<file path="config.mk">
export PLATFORM = sky130hd
export DESIGN_NAME = chirp_sequencer
export DESIGN_NICKNAME = d
export VERILOG_FILES = /design/src/rtl/chirp_sequencer.sv
export SDC_FILE = /design/constraint.sdc
export NUM_CORES = 1
export LEC_CHECK = 0
export ABC_CLOCK_PERIOD_IN_PS = 4300
export CAP_MARGIN = 20
export CORE_UTILIZATION = 45
export DETAILED_ROUTE_END_ITERATION = 10
export PLACE_DENSITY = 0.73
export RECOVER_POWER = 50
export SYNTH_ARGS = -nofsm -noshare
export SYNTH_HDL_FRONTEND = slang
export SYNTH_SLANG_ARGS = --single-unit
export TNS_END_PERCENT = 30
</file>
<file path="constraint.sdc">
create_clock -name fmc_tclk -period 4.3 [get_ports fmc_tclk]
set_input_delay 0.86 -clock fmc_tclk [delete_from_list [all_inputs] [get_ports fmc_tclk]]
set_output_delay 0.86 -clock fmc_tclk [all_outputs]
set_load 0.05 [all_outputs]
</file>
<file path="src/rtl/chirp_sequencer.sv">
// chirp_sequencer: initiator side of the chirp DDS control handshake.
// Holds a shadow copy of the 128-bit chirp parameter word. It arms the DDS,
// issues a one-cycle init, follows the DDS ready/active/done status, and
// separates chirps with a programmable gap until the burst count is reached,
// abort_in is seen, or the DDS stalls.
// Optional build macro: CHIRP_SEQ_TIMESTAMP_EN. When it is defined, a 64-bit
// free-running cycle count is captured on every init. When it is not defined,
// chirp_timestamp_out is tied to 0.
//
// state     | meaning
// ----------+------------------------------------------------------------
// IDLE      | no burst in progress, waiting for start_in
// ARM       | DDS enabled, waiting for chirp_ready_in
// INIT      | one-cycle init pulse, active parameters just loaded
// WAIT_ACT  | waiting for the DDS to report chirp_active_in
// ACTIVE    | DDS sweeping, waiting for chirp_done_in
// GAP       | inter-chirp gap down-count
// DONE      | one-cycle burst end, DDS disabled

module chirp_sequencer #(
    parameter int TIMEOUT_CYCLES = 4096,
    parameter int GAP_MIN        = 2
) (
    input  logic          fmc_tclk,
    input  logic          fmc_tresetn,
    input  logic [127:0]  chirp_parameters_in,
    input  logic          param_valid_in,
    input  logic          start_in,
    input  logic          abort_in,
    input  logic          chirp_ready_in,
    input  logic          chirp_active_in,
    input  logic          chirp_done_in,
    output logic          chirp_init_out,
    output logic          chirp_enable_out,
    output logic [31:0]   freq_offset_out,
    output logic [31:0]   tuning_word_coeff_out,
    output logic [31:0]   chirp_count_max_out,
    output logic          busy_out,
    output logic          burst_done_out,
    output logic [15:0]   chirp_index_out,
    output logic          timeout_err_out,
    output logic [63:0]   chirp_timestamp_out
);

    localparam int TMO_W = $clog2(TIMEOUT_CYCLES + 1);

    typedef enum logic [2:0] {
        S_IDLE,
        S_ARM,
        S_INIT,
        S_WAIT_ACT,
        S_ACTIVE,
        S_GAP,
        S_DONE
    } state_t;

    state_t             state;
    state_t             state_nxt;
    logic [127:0]       shadow;
    logic [127:0]       load_word;
    logic [15:0]        act_gap;
    logic [15:0]        act_num;
    logic [15:0]        gap_cnt;
    logic [15:0]        gap_load;
    logic [TMO_W-1:0]   tmo_cnt;
    logic               tmo_counting;
    logic               tmo_hit;
    logic               tmo_fire;
    logic               burst_end;
    logic               load_active;
    logic               chirp_complete;
    logic               burst_start;

    // The timeout counter only advances while the sequencer waits on the DDS.
    assign tmo_counting = (state == S_ARM) || (state == S_WAIT_ACT) || (state == S_ACTIVE);
    assign tmo_hit      = tmo_counting && (tmo_cnt == TMO_W'(TIMEOUT_CYCLES - 1));

    // At the end of the gap, leave the burst on abort, or once a finite count
    // is reached.
    assign burst_end = abort_in || ((act_num != 16'd0) && (chirp_index_out == act_num));

    // GAP lasts gap_load+1 cycles, so a programmed gap of g gives g gap cycles.
    assign gap_load = (act_gap < 16'(GAP_MIN)) ? 16'(GAP_MIN - 1) : (act_gap - 16'd1);

    // A parameter word arriving in the same cycle as the active load bypasses
    // the shadow register.
    assign load_word = param_valid_in ? chirp_parameters_in : shadow;

    assign load_active    = (state == S_ARM) && (state_nxt == S_INIT);
    assign chirp_complete = ((state == S_WAIT_ACT) || (state == S_ACTIVE)) && (state_nxt == S_GAP);
    assign burst_start    = (state == S_IDLE) && start_in;

    // Next-state selection. Progress from the DDS takes priority over the
    // timeout, and abort in ARM takes priority over everything.
    always_comb begin
        state_nxt = state;
        tmo_fire  = 1'b0;
        unique case (state)
            S_IDLE: begin
                if (start_in) state_nxt = S_ARM;
            end
            S_ARM: begin
                if (abort_in) begin
                    state_nxt = S_DONE;
                end else if (chirp_ready_in) begin
                    state_nxt = S_INIT;
                end else if (tmo_hit) begin
                    state_nxt = S_DONE;
                    tmo_fire  = 1'b1;
                end
            end
            S_INIT: begin
                state_nxt = S_WAIT_ACT;
            end
            S_WAIT_ACT: begin
                if (chirp_active_in) begin
                    state_nxt = S_ACTIVE;
                end else if (chirp_done_in) begin
                    state_nxt = S_GAP;
                end else if (tmo_hit) begin
                    state_nxt = S_DONE;
                    tmo_fire  = 1'b1;
                end
            end
            S_ACTIVE: begin
                if (chirp_done_in) begin
                    state_nxt = S_GAP;
                end else if (tmo_hit) begin
                    state_nxt = S_DONE;
                    tmo_fire  = 1'b1;
                end
            end
            S_GAP: begin
                if (gap_cnt == 16'd0) state_nxt = burst_end ? S_DONE : S_ARM;
            end
            S_DONE: begin
                state_nxt = S_IDLE;
            end
            default: begin
                state_nxt = S_IDLE;
            end
        endcase
    end

    // State register.
    always_ff @(posedge fmc_tclk or negedge fmc_tresetn) begin
        if (!fmc_tresetn) state <= S_IDLE;
        else              state <= state_nxt;
    end

    // Status outputs decode directly from the state, so they clear as soon as reset is asserted.
    assign chirp_init_out   = (state == S_INIT);
    assign chirp_enable_out = (state == S_ARM) || (state == S_INIT) || (state == S_WAIT_ACT) ||
                              (state == S_ACTIVE) || (state == S_GAP);
    assign busy_out         = (state != S_IDLE);
    assign burst_done_out   = (state == S_DONE);

    // Shadow register, written whenever a new parameter word is offered.
    always_ff @(posedge fmc_tclk or negedge fmc_tresetn) begin
        if (!fmc_tresetn)        shadow <= '0;
        else if (param_valid_in) shadow <= chirp_parameters_in;
    end

    // Active parameters are taken from the shadow (or bypass word) on entry to INIT.
    always_ff @(posedge fmc_tclk or negedge fmc_tresetn) begin
        if (!fmc_tresetn) begin
            freq_offset_out       <= '0;
            tuning_word_coeff_out <= '0;
            chirp_count_max_out   <= '0;
            act_num               <= '0;
            act_gap               <= '0;
        end else if (load_active) begin
            freq_offset_out       <= load_word[31:0];
            tuning_word_coeff_out <= load_word[63:32];
            chirp_count_max_out   <= load_word[95:64];
            act_num               <= load_word[111:96];
            act_gap               <= load_word[127:112];
        end
    end

    // Inter-chirp gap down-counter, loaded when GAP is entered.
    always_ff @(posedge fmc_tclk or negedge fmc_tresetn) begin
        if (!fmc_tresetn) begin
            gap_cnt <= '0;
        end else if (chirp_complete) begin
            gap_cnt <= gap_load;
        end else if ((state == S_GAP) && (gap_cnt != 16'd0)) begin
            gap_cnt <= gap_cnt - 16'd1;
        end
    end

    // Timeout counter: cleared on every state change, advances only while waiting on the DDS.
    always_ff @(posedge fmc_tclk or negedge fmc_tresetn) begin
        if (!fmc_tresetn) begin
            tmo_cnt <= '0;
        end else if (state_nxt != state) begin
            tmo_cnt <= '0;
        end else if (tmo_counting && !tmo_hit) begin
            tmo_cnt <= tmo_cnt + TMO_W'(1);
        end
    end

    // Completed-chirp count for the current burst; wraps naturally at 16 bits.
    always_ff @(posedge fmc_tclk or negedge fmc_tresetn) begin
        if (!fmc_tresetn)        chirp_index_out <= '0;
        else if (burst_start)    chirp_index_out <= '0;
        else if (chirp_complete) chirp_index_out <= chirp_index_out + 16'd1;
    end

    // Sticky timeout flag, cleared only when a new burst is accepted.
    always_ff @(posedge fmc_tclk or negedge fmc_tresetn) begin
        if (!fmc_tresetn)     timeout_err_out <= 1'b0;
        else if (burst_start) timeout_err_out <= 1'b0;
        else if (tmo_fire)    timeout_err_out <= 1'b1;
    end

`ifdef CHIRP_SEQ_TIMESTAMP_EN
    logic [63:0] ts_cnt;

    // Free-running cycle counter.
    always_ff @(posedge fmc_tclk or negedge fmc_tresetn) begin
        if (!fmc_tresetn) ts_cnt <= '0;
        else              ts_cnt <= ts_cnt + 64'd1;
    end

    // Capture the counter during the init cycle and hold it until the next init.
    always_ff @(posedge fmc_tclk or negedge fmc_tresetn) begin
        if (!fmc_tresetn)          chirp_timestamp_out <= '0;
        else if (state == S_INIT)  chirp_timestamp_out <= ts_cnt;
    end
`else
    assign chirp_timestamp_out = 64'd0;
`endif

endmodule

</file>
======== Word level (Yosys, flattened, before mapping) ========
Index checks and enable logic that the tools add are counted.
word-level totals
  logic and storage cells ................. 77
  input bits .............................. 136
  output and inout bits ................... 181
  register bits ........................... 305
cells by class
  muxes and demuxes ....................... 25
  reduce and logical (&&, ||, !) cells .... 25
  equality and inequality tests ........... 11
  add/sub/neg operators ................... 4
  $lt $le $gt $ge ......................... 1
operators with widths
  kind                   number
  $mux 128               1
  $mux 16                5
  $reduce_bool 16->1     2
  $sub 16x1->16 const B  2
  $mux 13                2
  $mux 3                 8
  $pmux 3 s6             1
  $add 16x1->16 const B  1
  $eq 16x16->1           1
  $logic_not 16->1       1
  $lt 16x2->1 const B    1
  $add 13x1->13 const B  1
  $eq 13x12->1 const B   1
  $eq 3x3->1 const B     4
  $eq 3x2->1 const B     3
  $logic_or 1x1->1       8
  $reduce_bool 2->1      4
  $logic_and 1x1->1      7
  $mux 1                 7
  $eq 3x1->1 const B     1
  $logic_not 3->1        1
  $ne 3x3->1             1
  $pmux 1 s3             1
  $reduce_bool 3->1      1
  $logic_not 1->1        1

======== Depth between registers and ports, before layout ========
Gate-level depths: netlist (run 1).
  depth after elaboration ................. 12
  gate-level depth with buffers ........... 10
  depth with buffers taken out ............ 8

======== Worst setup path after synthesis (run 1) ========
No wires, ideal clock.
  path kind ............................... reg-to-output
  start ................................... reg state[1]
  end ..................................... out chirp_enable_out
  cell stages (with the launch flop) ...... 5
  path buffers ............................ 2
  required time ........................... 3.440 ns
  data arrival time ....................... 1.629 ns
  slack ................................... 1.811 ns
  path through ............................ dfrtp_1 > buf_2 > buf_1 > nor3_1 > a21oi_1
between the ends
  cells in the longest elaborated chain, start to end .. 5
  elaborated cells between the ends (all ways) .. 9
  those cells by class .................... eq/ne: 5; reduce/logical: 4
ends and longest elaborated chain
  what                                      RTL line  text
  start: declaration                        57        state_t state;
  start signal: assignment                  148       else state <= state_nxt;
  $eq 3x1->1 or $eq 3x2->1 (tied branches)  153       assign chirp_enable_out = (state == S_ARM) || (state == S_INIT) || (state == S_WAIT_ACT) ||
  $logic_or 1x1->1 (3 in a row)             153
  $logic_or 1x1->1 *                        154       (state == S_ACTIVE) || (state == S_GAP);
  end: declaration                          34        output logic chirp_enable_out,
Mark *: on every way between the ends. The rest lies on a longest branch, timed or not.

======== Final worst setup path (run 1) ========
Ends and elaborated chain as after synthesis.

==> flow_summary.json, run 1 <==
{
  "outcome": "complete, but fails checks",
  "failed_checks": "max-capacitance violations, max-slew violations",
  "synth-seq-cells": 305,
  "wl_per_cell_um": 17.3,
  "fillers": 2377,
  "p_int_mw": 7.39,
  "vias": 8476,
  "ys_seq_area_share_pct": 56.8,
  "cts.clk_slew.worst_paths_ns": 0.06,
  "skew_ns": 0.0235,
  "fin_crit_sh_pct": 74.5,
  "grt_usage_pct": 19.4,
  "setup_viol": 0,
  "syn-instance-count": 1005,
  "post-route-util_pct": 59.3,
  "grt_pass1_vias": 8960,
  "cts_sinks": 305,
  "p_switching_mw": 4.86,
  "rows": 62,
  "synth_mux_area_share_pct": 21.5,
  "p_leak_nw": 7.14,
  "hold_viol": 0,
  "power.density_nw_per_um2": 712,
  "vias_per_cell": 5.08,
  "drt-total-wl_um": 28900,
  "drive_above_1_share_pct": 25.4,
  "drtPass1Iterations": 4,
  "worst-path-buf-inv": 1,
  "clockBufferDepth": 3,
  "cts_buffers": 34,
  "overflow": 0,
  "placed_cell_area_sq_um": 16200,
  "synth-xor-area-share_pct": 4.17,
  "min_period_ns": 3.21,
  "cp_max_fo": 18,
  "arrival_ns": 2.35,
  "fp.dieH_um": 175,
  "grt_antenna_before_repair": 1,
  "startpoint": "state[1]",
  "worstMarginPinSlew_ns": 2.69,
  "synth_top_area_share_pct": 56.8,
  "ctsResizeCount": 0,
  "holdPathEnd": "shadow[114]",
  "io_buffers": 252,
  "cp_num_cells": 3,
  "fp.dieW_um": 175,
  "drc": 0,
  "synthArstFlopShare_pct": 100,
  "worstHoldStart": "shadow[114]",
  "hold_depth": 1,
  "synth_edf_count": 0,
  "path_cells": "nor3_1 -> a21oi_1 -> clkdlybuf4s50_1",
  "cts_tree": "built",
  "start_util_pct": 46.3,
  "ioPinCount": 317,
  "peakVddDrop_uv": 525,
  "final-instance-count-excl-fill": 1668,
  "critical_path.startpoint_type": "register",
  "timing.rr.end": "tuning_word_coeff_out[5]",
  "synth-compound-area-share_pct": 3.01,
  "htreeDepth": 2,
  "maxSlewHeadroom_pct": -79.4,
  "syn2layout_area_growth_pct": 28.2,
  "drv_slew": 162,
  "synthTopCellsByArea": "dfrtp_1 57%, mux2_2 21%, buf_4 3.6%",
  "synthFlopType": "dfrtp_1",
  "synth_adder_area_share_pct": 0.373,
  "ys_warn_count": 0,
  "synth_cell_types": 60,
  "critical_path_class": "reg2out",
  "rsz0062_at_grt": "no",
  "syn_area_sq_um": 13400,
  "clockPowerShare_pct": 22.7,
  "cts_hold_buf": 0,
  "synth_top_family_by_area": "multiplexers",
  "reg2reg_depth": 9,
  "fp.coreArea_sq_um": 29000,
  "grt_max_degree": 104,
  "fin_setup_tns_ns": 0,
  "dp.cells": 1610,
  "max_freq_ghz": 0.312,
  "cp_slowest_cell": "clkdlybuf4s50_1",
  "postCtsSetupBuffers": 0,
  "drv_cap": 2,
  "place_congestion": 0.822,
  "dpl.hpwl_um": 20000,
  "grt_pass1_wl_um": 47500,
  "cp.required_ns": 3.44,
  "clockRootBuffer": "clkbuf_16",
  "drt-initial-drc-count": 427,
  "slowest_delay_ns": 0.82,
  "pwr-share-comb_pct": 41.9,
  "syn_avg_cell_area_sq_um": 13.4,
  "fin_nets": 1402,
  "die_area_sq_um": 30500,
  "ant_nets": 0,
  "cp-end-kind": "output port",
  "critical-path-top-delay-family": "buffers and inverters",
  "clk_latency_ns": 0.50,
  "seq_power_share_pct": 35.4,
  "regToRegSetupSlack_ns": 1.46,
  "worstReg2RegStart": "tmo_cnt[0]",
  "synth_simple_gate_area_share_pct": 8.53,
  "synth_top_area_cell": "dfrtp_1",
  "switching_share_pct": 39.7,
  "min_path_type": "reg2reg",
  "postLayoutCellArea_sq_um": 17200
}
[worst max path at each step]
stage                                     to  slack (ns)
floorplan                   chirp_enable_out        1.81
global placement    tuning_word_coeff_out[5]        0.80
detailed placement  tuning_word_coeff_out[5]        0.79
CTS                         chirp_enable_out        1.09
global route         chirp_count_max_out[10]        0.76
finish                      chirp_enable_out        1.09
[worst reg2reg max path: cells and delay by family, from the launching register on]
kind                     cells  cell delay (ns)
adder cells (fa/ha/maj)      1             0.22
multiplexers                 1             0.39
AO/OA/AOI/OAI                2             0.79
buffers and inverters        2             0.59
flip-flops                   1             0.40
AND/OR/NAND/NOR              3             0.36
[through the flow]
stage                     hold slack (ns)  setup slack (ns)  power [mW]
after global routing                0.504             0.762        12.8
after floorplan                     0.468              1.81        7.88
final                               0.479              1.09        12.2
after detailed placement            0.481             0.793        9.53
after CTS                           0.445              1.09        12.4
after global placement              0.473             0.802        9.42
[cell usage after synthesis (5+ instances only)]
| cell type | instances |
|---|---|
| a21oi_1 | 13 |
| and2_1 | 6 |
| and3_1 | 7 |
| buf_2 | 20 |
| buf_4 | 64 |
| clkbuf_1 | 22 |
| dfrtp_1 | 305 |
| inv_1 | 10 |
| mux2_2 | 253 |
| nand2_1 | 31 |
| nand2b_1 | 6 |
| nand3_1 | 19 |
| nand4_1 | 9 |
| nor2_1 | 40 |
| nor3_1 | 17 |
| nor4_1 | 11 |
| nor4_2 | 14 |
| o211ai_1 | 5 |
| o21ai_0 | 9 |
| o22ai_1 | 9 |
| or4_1 | 5 |
| xnor2_1 | 30 |
| xor2_1 | 34 |
[sequential cells by signal, summed over array words and instances, names as in the netlist]
register               cells
act_gap                   16
act_num                   16
chirp_count_max_out       32
chirp_index_out           16
freq_offset_out           32
gap_cnt                   16
shadow                   128
state                      3
timeout_err_out            1
tmo_cnt                   13
tuning_word_coeff_out     32
[logic make-up after synthesis]
family | Yosys count
and+or+nand+nor | 194
other | 1
DFF | 305
xor gates and xnor gates | 64
muxes | 257
AOI/OAI and AO/OA | 60
adders and majority gates | 4
buffers and inverters | 120
[power groups by stage]
stage	Combinational [mW]	Clock, mW	Sequential (mW)
after detailed placement	5.15	0	4.38
after floorplan	2.02	0	5.86
after CTS	5.18	2.86	4.35
final	5.14	2.77	4.34
after global routing	5.43	2.97	4.45
after global placement	5.08	0	4.34
[routing by layer]
layer | global-route usage (%) | wire length (um)
met1 | 24.0 | 11600
met2 | 31.2 | 13600
met3 | 7.70 | 2980
met4 | 5.58 | 607
met5 | 0 | 0
[placed cells by master (no fill, tap or decap), types with 7 or more instances in the layout]
master,instances
dfrtp_1,305
clkdlybuf4s50_1,250
mux2_2,234
conb_1,64
nor2_1,40
xor2_1,34
clkbuf_16,34
nand2_1,31
xnor2_1,30
mux2_1,22
nand3_1,19
nor3_1,17
nor4_2,14
a21oi_1,13
nor4_1,11
inv_1,10
clkinv_2,10
o22ai_1,9
o21ai_0,9
nand4_1,9
and3_1,7
clkbuf_1,7
buf_4,7
[final cells by class]
type	count	area, sq um	share of cell area (%)
Antenna cell	2	5.00	0.0291
Clock buffer	42	901	5.24
Clock inverter	14	156	0.909
Inverter	10	37.5	0.218
Multi-Input combinational cell	643	5310	30.8
Sequential cell	305	7630	44.4
Tap cell	384	480	2.79
Timing Repair Buffer	268	2690	15.6
Note: power is estimated with default switching activity, not from simulation.
==> run 2, diff against run 1 <==
Settings changed: ABC_CLOCK_PERIOD_IN_PS 4300 to 3100.
Clock period 4.3 ns to 3.1 ns, I/O delays scaled along.
==> run 2 against run 1 <==
- the run still ends with max-capacitance violations, max-slew violations left
- global-route usage fell by 0.11 points
- combinational power increased by 40%
- cell area increased by 1.1%
- non-clock buffer count is 5 higher
- utilization is 0.64 points higher
- register-to-register slack got worse by 0.91 ns
- hold slack improved by 0.00079 ns
- critical path type unchanged
- highest routed layer is now met5
==> flow_summary.json, run 2 (synthesized netlist as in run 1, its figures left out) <==
{
  "outcome": "complete, but fails checks",
  "failed_checks": "max-capacitance violations, max-slew violations",
  "arrival_ns": 2.37,
  "cts_sinks": 305,
  "vias_per_cell": 5.06,
  "drt-total-wl_um": 28700,
  "drc": 0,
  "grt_pass1_wl_um": 47300,
  "pwr-share-comb_pct": 41.8,
  "switching_share_pct": 39.4,
  "cts_hold_buf": 0,
  "cp-end-kind": "output port",
  "wl_per_cell_um": 17.1,
  "cts_buffers": 35,
  "ant_nets": 0,
  "grt_usage_pct": 19.2,
  "fin_nets": 1408,
  "top_register": "shadow",
  "p_total_mw": 17.2,
  "min_path_type": "reg2reg",
  "place_congestion": 0.827,
  "hold_viol": 0,
  "worstMarginPinSlew_ns": 2.30,
  "syn2layout_area_growth_pct": 29.6,
  "clockPowerShare_pct": 23.2,
  "p_switching_mw": 6.79,
  "cts_tree": "built",
  "peakVddDrop_uv": 824,
  "fillers": 2296,
  "fp.coreArea_sq_um": 29000,
  "drv_slew": 119,
  "largest_register_ffs": 128,
  "drive_above_1_share_pct": 26.1,
  "grt_antenna_before_repair": 1,
  "ioPinCount": 317,
  "dpl_worst_slack_ns": 0.222,
  "p_int_mw": 10.4,
  "setup_slack_ns": 0.115,
  "drtPass1Iterations": 4,
  "rows": 62,
  "dpl.hpwl_um": 20100,
  "fin_setup_tns_ns": 0,
  "maxSlewHeadroom_pct": -53.0,
  "grt_max_degree": 89,
  "dp.cells": 1615,
  "fp.dieH_um": 175,
  "postCtsSetupBuffers": 0,
  "power.density_nw_per_um2": 990,
  "final_common_cell": "dfrtp_1",
  "die_area_sq_um": 30500,
  "cp.required_ns": 2.48,
  "skew_ns": 0.0139,
  "min_period_ns": 2.99,
  "clk_latency_ns": 0.51,
  "seq_power_share_pct": 35.0,
  "final_cell_mix": "305 x dfrtp_1, 250 x clkdlybuf4s50_1, 235 x mux2_2",
  "grt_pass1_vias": 8793,
  "vias": 8477,
  "clockBufferDepth": 3,
  "cts.clk_slew.worst_paths_ns": 0.06,
  "fin_crit_sh_pct": 96.3,
  "fp.dieW_um": 175,
  "start_util_pct": 46.3,
  "ctsResizeCount": 0,
  "critical_path_class": "reg2out",
  "htreeDepth": 2,
  "io_buffers": 252,
  "setup_viol": 0,
  "rsz0062_at_grt": "no",
  "clockRootBuffer": "clkbuf_16",
  "drt-initial-drc-count": 422,
  "cp_max_fo": 18,
  "final-instance-count-excl-fill": 1675,
  "drv_cap": 2,
  "p_leak_nw": 7.23,
  "critical_path.startpoint_type": "register",
  "overflow": 0,
  "max_freq_ghz": 0.335
}
run 2: cell types whose count changed in the layout (fill, tap and decap cells not counted), moves of 2 or more:
cell | previous run | this run
clkinv_2 | 10 | 8
clkbuf_1 | 7 | 5
clkbuf_16 | 34 | 37
clkbuf_8 | 2 | 7
buf_12 | 5 | 11
bufinv_16 | 3 | 1
run 2: worst max-delay path: stages, from the launching register on:
cell and delay [ns]:
dfrtp_1 0.72, nor3_1 0.18, a21oi_1 0.15, clkdlybuf4s50_1 0.81
run 2: layer usage:
| metal | track usage, % | share of wire, % | vias to the layer above |
|---|---|---|---|
| li1 | - | - | 3947 |
| met1 | 24.8 | 42 | 4179 |
| met2 | 29.8 | 46 | 299 |
| met3 | 7.66 | 10 | 50 |
| met4 | 5.62 | 2.3 | 2 |
| met5 | 0 | 0.045 | - |
run 2: final cells by class:
class	instances	area (sq um)	area share, %
tap	384	480	2.76
sequential	305	7630	43.9
clock buffer	48	1040	5.96
inverter	10	37.5	0.216
multi-input combinational	643	5310	30.5
antenna	1	2.50	0.0144
clock inverter	11	97.6	0.561
timing repair buffer	273	2800	16.1
run 2: stage by stage:
stage	util, %	hold slack [ns]	area, sq um
after floorplan	-	0.324	13700
after global placement	56.1	0.468	16300
after detailed placement	56.1	0.481	16300
after CTS	60.0	0.141	17400
after global routing	59.9	0.502	17400
final	60.0	0.480	17400
run 2: power groups by stage:
stage                     Clock [mW]  Combinational [mW]  Sequential, mW
after floorplan                    0                2.80            8.13
after global placement             0                7.13            6.03
after detailed placement           0                7.23            6.08
after CTS                       4.12                7.27            6.03
after global routing            4.25                7.60            6.19
final                           4.00                7.20            6.02
run 2: path summary, 6_finish.rpt:
check	cells after the start	slack [ns]	startpoint	end
max in group asynchronous	2	0.73	fmc_tresetn	freq_offset_out[0]
min in group asynchronous	1	0.79	fmc_tresetn	chirp_count_max_out[13]
hold / removal	1	0.48	shadow[72]	shadow[72]
hold reg to reg	1	0.48	shadow[72]	shadow[72]
setup / recovery	3	0.11	state[1]	chirp_enable_out
setup reg to reg	8	0.55	tmo_cnt[0]	tmo_cnt[1]
